<file path="src/rtl/spi_display_receiver_pkg.sv">
// Shared definitions for the SPI display receiver.
// Holds the register address map, the FSM state encoding and the frame
// geometry so the top level and any tooling agree on one set of values.
package spi_display_receiver_pkg;

  // Register address map (frame bits [11:8])
  localparam logic [3:0] ADDR_NOOP       = 4'h0;
  localparam logic [3:0] ADDR_DIGIT0     = 4'h1;
  localparam logic [3:0] ADDR_DIGIT7     = 4'h8;
  localparam logic [3:0] ADDR_DECODE     = 4'h9;
  localparam logic [3:0] ADDR_INTENSITY  = 4'hA;
  localparam logic [3:0] ADDR_SCAN_LIMIT = 4'hB;
  localparam logic [3:0] ADDR_SHUTDOWN   = 4'hC;
  localparam logic [3:0] ADDR_TEST       = 4'hF;

  // FSM state encoding
  localparam logic [1:0] ST_IDLE   = 2'd0;
  localparam logic [1:0] ST_RECV   = 2'd1;
  localparam logic [1:0] ST_COMMIT = 2'd2;

  // Frame geometry; the bit counter saturates one past a legal frame so any
  // overlong frame stays distinguishable from a legal one.
  localparam logic [4:0] FRAME_BITS = 5'd16;
  localparam logic [4:0] CNT_SAT    = 5'd17;

endpackage

</file>
<file path="src/rtl/spi_input_sync.sv">
// Multi-flop synchronizer with one trailing history flop for edge detection.
// Ports:
//   clk, rst_n : clock and async active-low reset
//   din        : asynchronous input pin
//   dout       : synchronized level
//   dout_prev  : synchronized level delayed by one clk (edge detection)
module spi_input_sync #(
  parameter int       DEPTH   = 2,
  parameter bit       RST_VAL = 1'b0
) (
  input  logic clk,
  input  logic rst_n,
  input  logic din,
  output logic dout,
  output logic dout_prev
);

  logic [DEPTH-1:0] chain;

  always_ff @(posedge clk or negedge rst_n) begin
    if (!rst_n) begin
      chain     <= {DEPTH{RST_VAL}};
      dout_prev <= RST_VAL;
    end else begin
      chain[0] <= din;
      for (int i = 1; i < DEPTH; i++) chain[i] <= chain[i-1];
      dout_prev <= chain[DEPTH-1];
    end
  end

  assign dout = chain[DEPTH-1];

endmodule

</file>
<file path="src/rtl/spi_display_receiver.sv">
// SPI (mode 0, MSB first) receiver for a 16-bit display command stream.
// Each legal frame carries address [11:8] and data [7:0] into a small
// display register file (8 digits + mode registers).
//
// state  | meaning
// -------+-------------------------------------------------------------
// IDLE   | waiting for cs_n to fall (or a fall seen during COMMIT)
// RECV   | shifting in mosi on sck rising edges until cs_n rises
// COMMIT | one-cycle settle after frame end; pulses are already out
//
// Ports:
//   clk, rst_n          : clock, async active-low reset
//   sck, cs_n, mosi     : SPI pins, asynchronous to clk
//   word_valid, frame_err : one-cycle result pulses
//   word_addr, word_data  : fields of the last legal frame
//   shutdown_n, decode_mode, intensity, scan_limit, display_test : mode regs
//   rd_sel, rd_data     : combinational read of digit register rd_sel+1
//   busy                : synchronized cs_n is low
module spi_display_receiver
  import spi_display_receiver_pkg::*;
#(
  parameter int SYNC_STAGES = 2
) (
  input  logic       clk,
  input  logic       rst_n,
  input  logic       sck,
  input  logic       cs_n,
  input  logic       mosi,
  output logic       word_valid,
  output logic [3:0] word_addr,
  output logic [7:0] word_data,
  output logic       frame_err,
  output logic       shutdown_n,
  output logic [7:0] decode_mode,
  output logic [3:0] intensity,
  output logic [2:0] scan_limit,
  output logic       display_test,
  input  logic [2:0] rd_sel,
  output logic [7:0] rd_data,
  output logic       busy
);

  logic sck_s, sck_h, cs_s, cs_h, mosi_s, mosi_h;

  spi_input_sync #(.DEPTH(SYNC_STAGES), .RST_VAL(1'b0)) u_sync_sck (
    .clk(clk), .rst_n(rst_n), .din(sck), .dout(sck_s), .dout_prev(sck_h)
  );
  spi_input_sync #(.DEPTH(SYNC_STAGES), .RST_VAL(1'b1)) u_sync_cs (
    .clk(clk), .rst_n(rst_n), .din(cs_n), .dout(cs_s), .dout_prev(cs_h)
  );
  spi_input_sync #(.DEPTH(SYNC_STAGES), .RST_VAL(1'b0)) u_sync_mosi (
    .clk(clk), .rst_n(rst_n), .din(mosi), .dout(mosi_s), .dout_prev(mosi_h)
  );

  logic sck_rise, cs_fall, cs_rise;
  assign sck_rise = sck_s & ~sck_h;
  assign cs_fall  = ~cs_s & cs_h;
  assign cs_rise  = cs_s & ~cs_h;

  logic [1:0]  state;
  logic [15:0] shreg;
  logic [4:0]  bit_cnt;
  logic        fall_pend;
  logic [7:0]  digit [8];

  logic [3:0] f_addr;
  logic [7:0] f_data;
  logic [3:0] digit_idx;
  assign f_addr    = shreg[11:8];
  assign f_data    = shreg[7:0];
  assign digit_idx = f_addr - 4'd1;

  // Frame bits [15:12] and the mosi history bit carry no information here.
  logic frame_unused;
  assign frame_unused = ^{shreg[15:12], digit_idx[3], mosi_h};

  // Commit actions are taken on the RECV->COMMIT edge so the pulse appears
  // SYNC_STAGES+1 edges after cs_n rises; COMMIT itself is a settle cycle
  // that also remembers a cs_n fall arriving on a short inter-frame gap.
  always_ff @(posedge clk or negedge rst_n) begin
    if (!rst_n) begin
      state        <= ST_IDLE;
      shreg        <= '0;
      bit_cnt      <= '0;
      fall_pend    <= 1'b0;
      word_valid   <= 1'b0;
      frame_err    <= 1'b0;
      word_addr    <= '0;
      word_data    <= '0;
      for (int i = 0; i < 8; i++) digit[i] <= '0;
      decode_mode  <= '0;
      intensity    <= '0;
      scan_limit   <= '0;
      shutdown_n   <= 1'b0;
      display_test <= 1'b0;
    end else begin
      word_valid <= 1'b0;
      frame_err  <= 1'b0;
      case (state)
        ST_IDLE: begin
          if (cs_fall || fall_pend) begin
            shreg     <= '0;
            bit_cnt   <= '0;
            fall_pend <= 1'b0;
            state     <= ST_RECV;
          end
        end
        ST_RECV: begin
          if (cs_rise) begin
            state <= ST_COMMIT;
            if (bit_cnt == FRAME_BITS) begin
              word_valid <= 1'b1;
              word_addr  <= f_addr;
              word_data  <= f_data;
              if (f_addr >= ADDR_DIGIT0 && f_addr <= ADDR_DIGIT7) begin
                digit[digit_idx[2:0]] <= f_data;
              end else begin
                case (f_addr)
                  ADDR_DECODE:     decode_mode  <= f_data;
                  ADDR_INTENSITY:  intensity    <= f_data[3:0];
                  ADDR_SCAN_LIMIT: scan_limit   <= f_data[2:0];
                  ADDR_SHUTDOWN:   shutdown_n   <= f_data[0];
                  ADDR_TEST:       display_test <= f_data[0];
                  ADDR_NOOP:       ;
                  default:         ;
                endcase
              end
            end else if (bit_cnt != 5'd0) begin
              frame_err <= 1'b1;
            end
          end else if (sck_rise) begin
            shreg <= {shreg[14:0], mosi_s};
            if (bit_cnt != CNT_SAT) bit_cnt <= bit_cnt + 5'd1;
          end
        end
        ST_COMMIT: begin
          state <= ST_IDLE;
          if (cs_fall) fall_pend <= 1'b1;
        end
        default: state <= ST_IDLE;
      endcase
    end
  end

  assign rd_data = digit[rd_sel];
  assign busy    = ~cs_s;

endmodule

</file>
<file path="config.mk">
export PLATFORM = sky130hd
export DESIGN_NAME = spi_display_receiver
export DESIGN_NICKNAME = d
export VERILOG_FILES = /design/src/rtl/spi_display_receiver_pkg.sv /design/src/rtl/spi_input_sync.sv /design/src/rtl/spi_display_receiver.sv
export SDC_FILE = /design/constraint.sdc
export NUM_CORES = 1
export LEC_CHECK = 0
export BUFFER_PORTS_ARGS = -buffer_cell sky130_fd_sc_hd__clkbuf_2
export CAP_MARGIN = 20
export CORE_MARGIN = 2
export CORE_UTILIZATION = 55
export DETAILED_ROUTE_END_ITERATION = 7
export GPL_TIMING_DRIVEN = 0
export HOLD_SLACK_MARGIN = 0.02
export PLACE_DENSITY = 0.75
export SLEW_MARGIN = 20
export SYNTH_ARGS = -nofsm -noshare
export SYNTH_HDL_FRONTEND = slang
export SYNTH_SLANG_ARGS = --single-unit
</file>
<file path="constraint.sdc">
create_clock -name clk -period 6.4 [get_ports clk]
set_clock_uncertainty 0.1 [all_clocks]
set_input_delay 1.6 -clock clk [delete_from_list [all_inputs] [get_ports clk]]
set_output_delay 1.6 -clock clk [all_outputs]
set_load 0.02 [all_outputs]
</file>
==> impl_metrics.json <==
{
  "status": "finished clean",
  "grt_pass1_vias": 3318,
  "critPathMaxFanout": 10,
  "core_mm2": 0.00964,
  "dr.pass1.iters": 4,
  "start_kind": "input pin",
  "worstPathArrival_ps": 3430,
  "clk_pin_slew_worst_paths_ps": 60,
  "grt_max_degree": 96,
  "numCtsBuffers": 17,
  "ys.flop_type": "dfrtp_1",
  "yosysWarnings": 0,
  "fin_tns_setup_ps": 0,
  "gp_congestion": 0.888,
  "cp_common_cell": "clkbuf_1",
  "cts_buffer_depth": 2,
  "die_y_um": 103,
  "routed-via-count": 3282,
  "crit_path_top_delay_cell": "clkbuf_1",
  "ant_nets": 0,
  "critPathKind": "input pin to primary output",
  "period_share": 0.802,
  "synth_nets": 392,
  "cts_tree": "done",
  "leakage_nw": 3.29,
  "drive_above_1_share": 0.454,
  "max_freq_mhz": 195,
  "cts_resized": 0,
  "holdPathStages": 0,
  "power.density_mw_per_mm2": 305,
  "synth_edf_count": 0,
  "worstHoldStart": "u_sync_mosi.chain[0]",
  "finalHoldViolations": 0,
  "fp.dieArea_mm2": 0.0106,
  "grt_setup_unrepaired": "no",
  "synth_area_leader_cell": "dfrtp_1",
  "wl_per_cell_um": 19.1,
  "cts_hold_buf": 0,
  "start_util": 0.559,
  "clock_latency_ps": 520,
  "whs_ps": 251,
  "multi_input_area_mm2": 0.00216,
  "crit_chain": "clkbuf_1 > clkbuf_1 > mux4_2 > mux2_2 > clkbuf_2",
  "worstPathRequired_ps": 4700,
  "fin_cells": 587,
  "syn_avg_cell_area_um2": 14.3,
  "power.total_mw": 1.97,
  "yosysMostFrequentCell": "dfrtp_1",
  "die-width_um": 103,
  "io_pins": 48,
  "synth.top_cells.by_area": "dfrtp_1 56%, mux2_2 19%, mux4_2 6.7%, nand2_1 2.5%, a22o_1 2.0%",
  "drv_cap": 0,
  "synthCells": 377,
  "cts_sinks": 123,
  "drc": 0,
  "placedCellCount": 555,
  "r2r_end": "digit[2]",
  "antenna_found_initial": 0,
  "area_growth_pct": 19.7,
  "whs_endpoint": "u_sync_mosi.chain[1]",
  "layout.nets": 456,
  "track_usage": 0.234,
  "max_slew.worst_pin.slew_ps": 713,
  "grt_pass1_wl_um": 17800,
  "reg2reg_from": "shreg[8]",
  "synth-seq-cells": 123,
  "slew_viol_final": 0,
  "yosysSeqAreaShare": 0.572,
  "ys_top_cells_by_count": "120 x dfrtp_1, 90 x mux2_2, 36 x nand2_1",
  "setup_viol": 0,
  "postCtsSetupRepairBufs": 0,
  "vias_per_cell": 5.59,
  "netlist_area_mm2": 0.00539,
  "critical_path.max_stage_delay_ps": 600,
  "cp-end-kind": "primary output",
  "port_buffers": 44,
  "hold_path_class": "flop to flop",
  "final.fill_count": 711,
  "wirelength_um": 11200,
  "root_buffer": "clkbuf_8",
  "rows": 36,
  "relSlewSlack": 0.521,
  "fin_crit_ps": 5130,
  "n_antenna_cell": 0,
  "ys_types": 38,
  "dp_hpwl_um": 7230,
  "irDropWorstVdd_mv": 0.179,
  "h-tree-depth": 4,
  "drt_iter0_markers": 171,
  "synth_top_area_frac": 0.557,
  "r2r_slack_ps": 3430,
  "seq_area_mm2": 0.00308,
  "r2r_cells": 7,
  "overflow": 0,
  "synthArstFlopShare": 1.00
}
-- how the worst max path moves through the flow --
stage / slack [ps] / start / end / cells past startpoint
2_1_floorplan: 1740 / rd_sel[0] / rd_data[0] / 4
3_3_place_gp: 1270 / rd_sel[1] / rd_data[6] / 5
3_5_place_dp: 1260 / rd_sel[1] / rd_data[5] / 5
4_1_cts: 1280 / rd_sel[1] / rd_data[6] / 5
5_1_grt: 1200 / rd_sel[1] / rd_data[5] / 5
6_report: 1270 / rd_sel[1] / rd_data[6] / 5
-- power by group --
part	internal (mW)	switching [mW]	total [mW]
clock network	0.690	0.336	1.03
logic	0.0421	0.0838	0.126
registers	0.796	0.0179	0.814
-- critical path: cells and delay by family --
| family | cells | cell delay [ps] |
|---|---|---|
| multiplexers | 2 | 740 |
| buffers and inverters | 3 | 1080 |
-- area by class of cell --
class                           count  share of cell area
Sequential cell                   123               0.478
Inverter                            8             0.00465
Buffer                             24              0.0176
Tap cell                          133              0.0258
Timing Repair Buffer               45              0.0398
Multi-Input combinational cell    222               0.335
Clock inverter                     12              0.0303
Clock buffer                       20              0.0690
-- sequential cells by signal (all words and copies together) (netlist names) --
name / flops
word_data: 8
display_test: 1
fall_pend: 1
bit_cnt: 5
frame_err: 1
u_sync_mosi.chain: 2
intensity: 4
decode_mode: 8
u_sync_sck.dout_prev: 1
state: 2
u_sync_cs.dout_prev: 1
digit: 64
scan_limit: 3
shreg: 12
word_valid: 1
word_addr: 4
shutdown_n: 1
u_sync_cs.chain: 2
u_sync_sck.chain: 2
-- through the flow --
| stage | util | instance area [µm²] | setup slack (ps) |
|---|---|---|---|
| 2_1_floorplan | - | 5390 | 1740 |
| 3_3_place_gp | 0.599 | 5780 | 1270 |
| 3_5_place_dp | 0.603 | 5810 | 1260 |
| 4_1_cts | 0.669 | 6450 | 1280 |
| 5_1_grt | 0.669 | 6450 | 1200 |
| 6_report | 0.669 | 6450 | 1270 |
-- metal layers --
metal	track usage	vias up	share of wire
li1	-	1481	-
met1	0.325	1697	0.46
met2	0.350	87	0.48
met3	0.0712	17	0.049
met4	0.0881	0	0.015
met5	0	-	0
-- cells by family after synthesis --
group / Yosys count / share of synthesized area
AOI/OAI and AO/OA: 27 / 0.0371
and+or+nand+nor: 78 / 0.0859
DFF: 123 / 0.572
buffers and inverters: 32 / 0.0267
adders and majority gates: 7 / 0.0163
muxes: 109 / 0.261
xor gates and xnor gates: 1 / 0.00163
-- placed cells by master, fill, tap and decap left out, types with 4 or more instances in the layout --
cell        count
a21oi_1         5
a22o_1         12
buf_2           7
bufinv_16       5
clkbuf_1       15
clkbuf_16      16
clkbuf_2       43
clkbuf_8        4
clkinvlp_4      4
dfrtp_1       120
ha_1            7
inv_1           7
mux2_2         90
mux4_2         16
nand2_1        36
nand2b_1        4
nand3_1         5
nand4_1         5
nand4_2         4
nor2_1          9
o21ai_0         4
No activity file was read; power rests on OpenSTA's default activity.
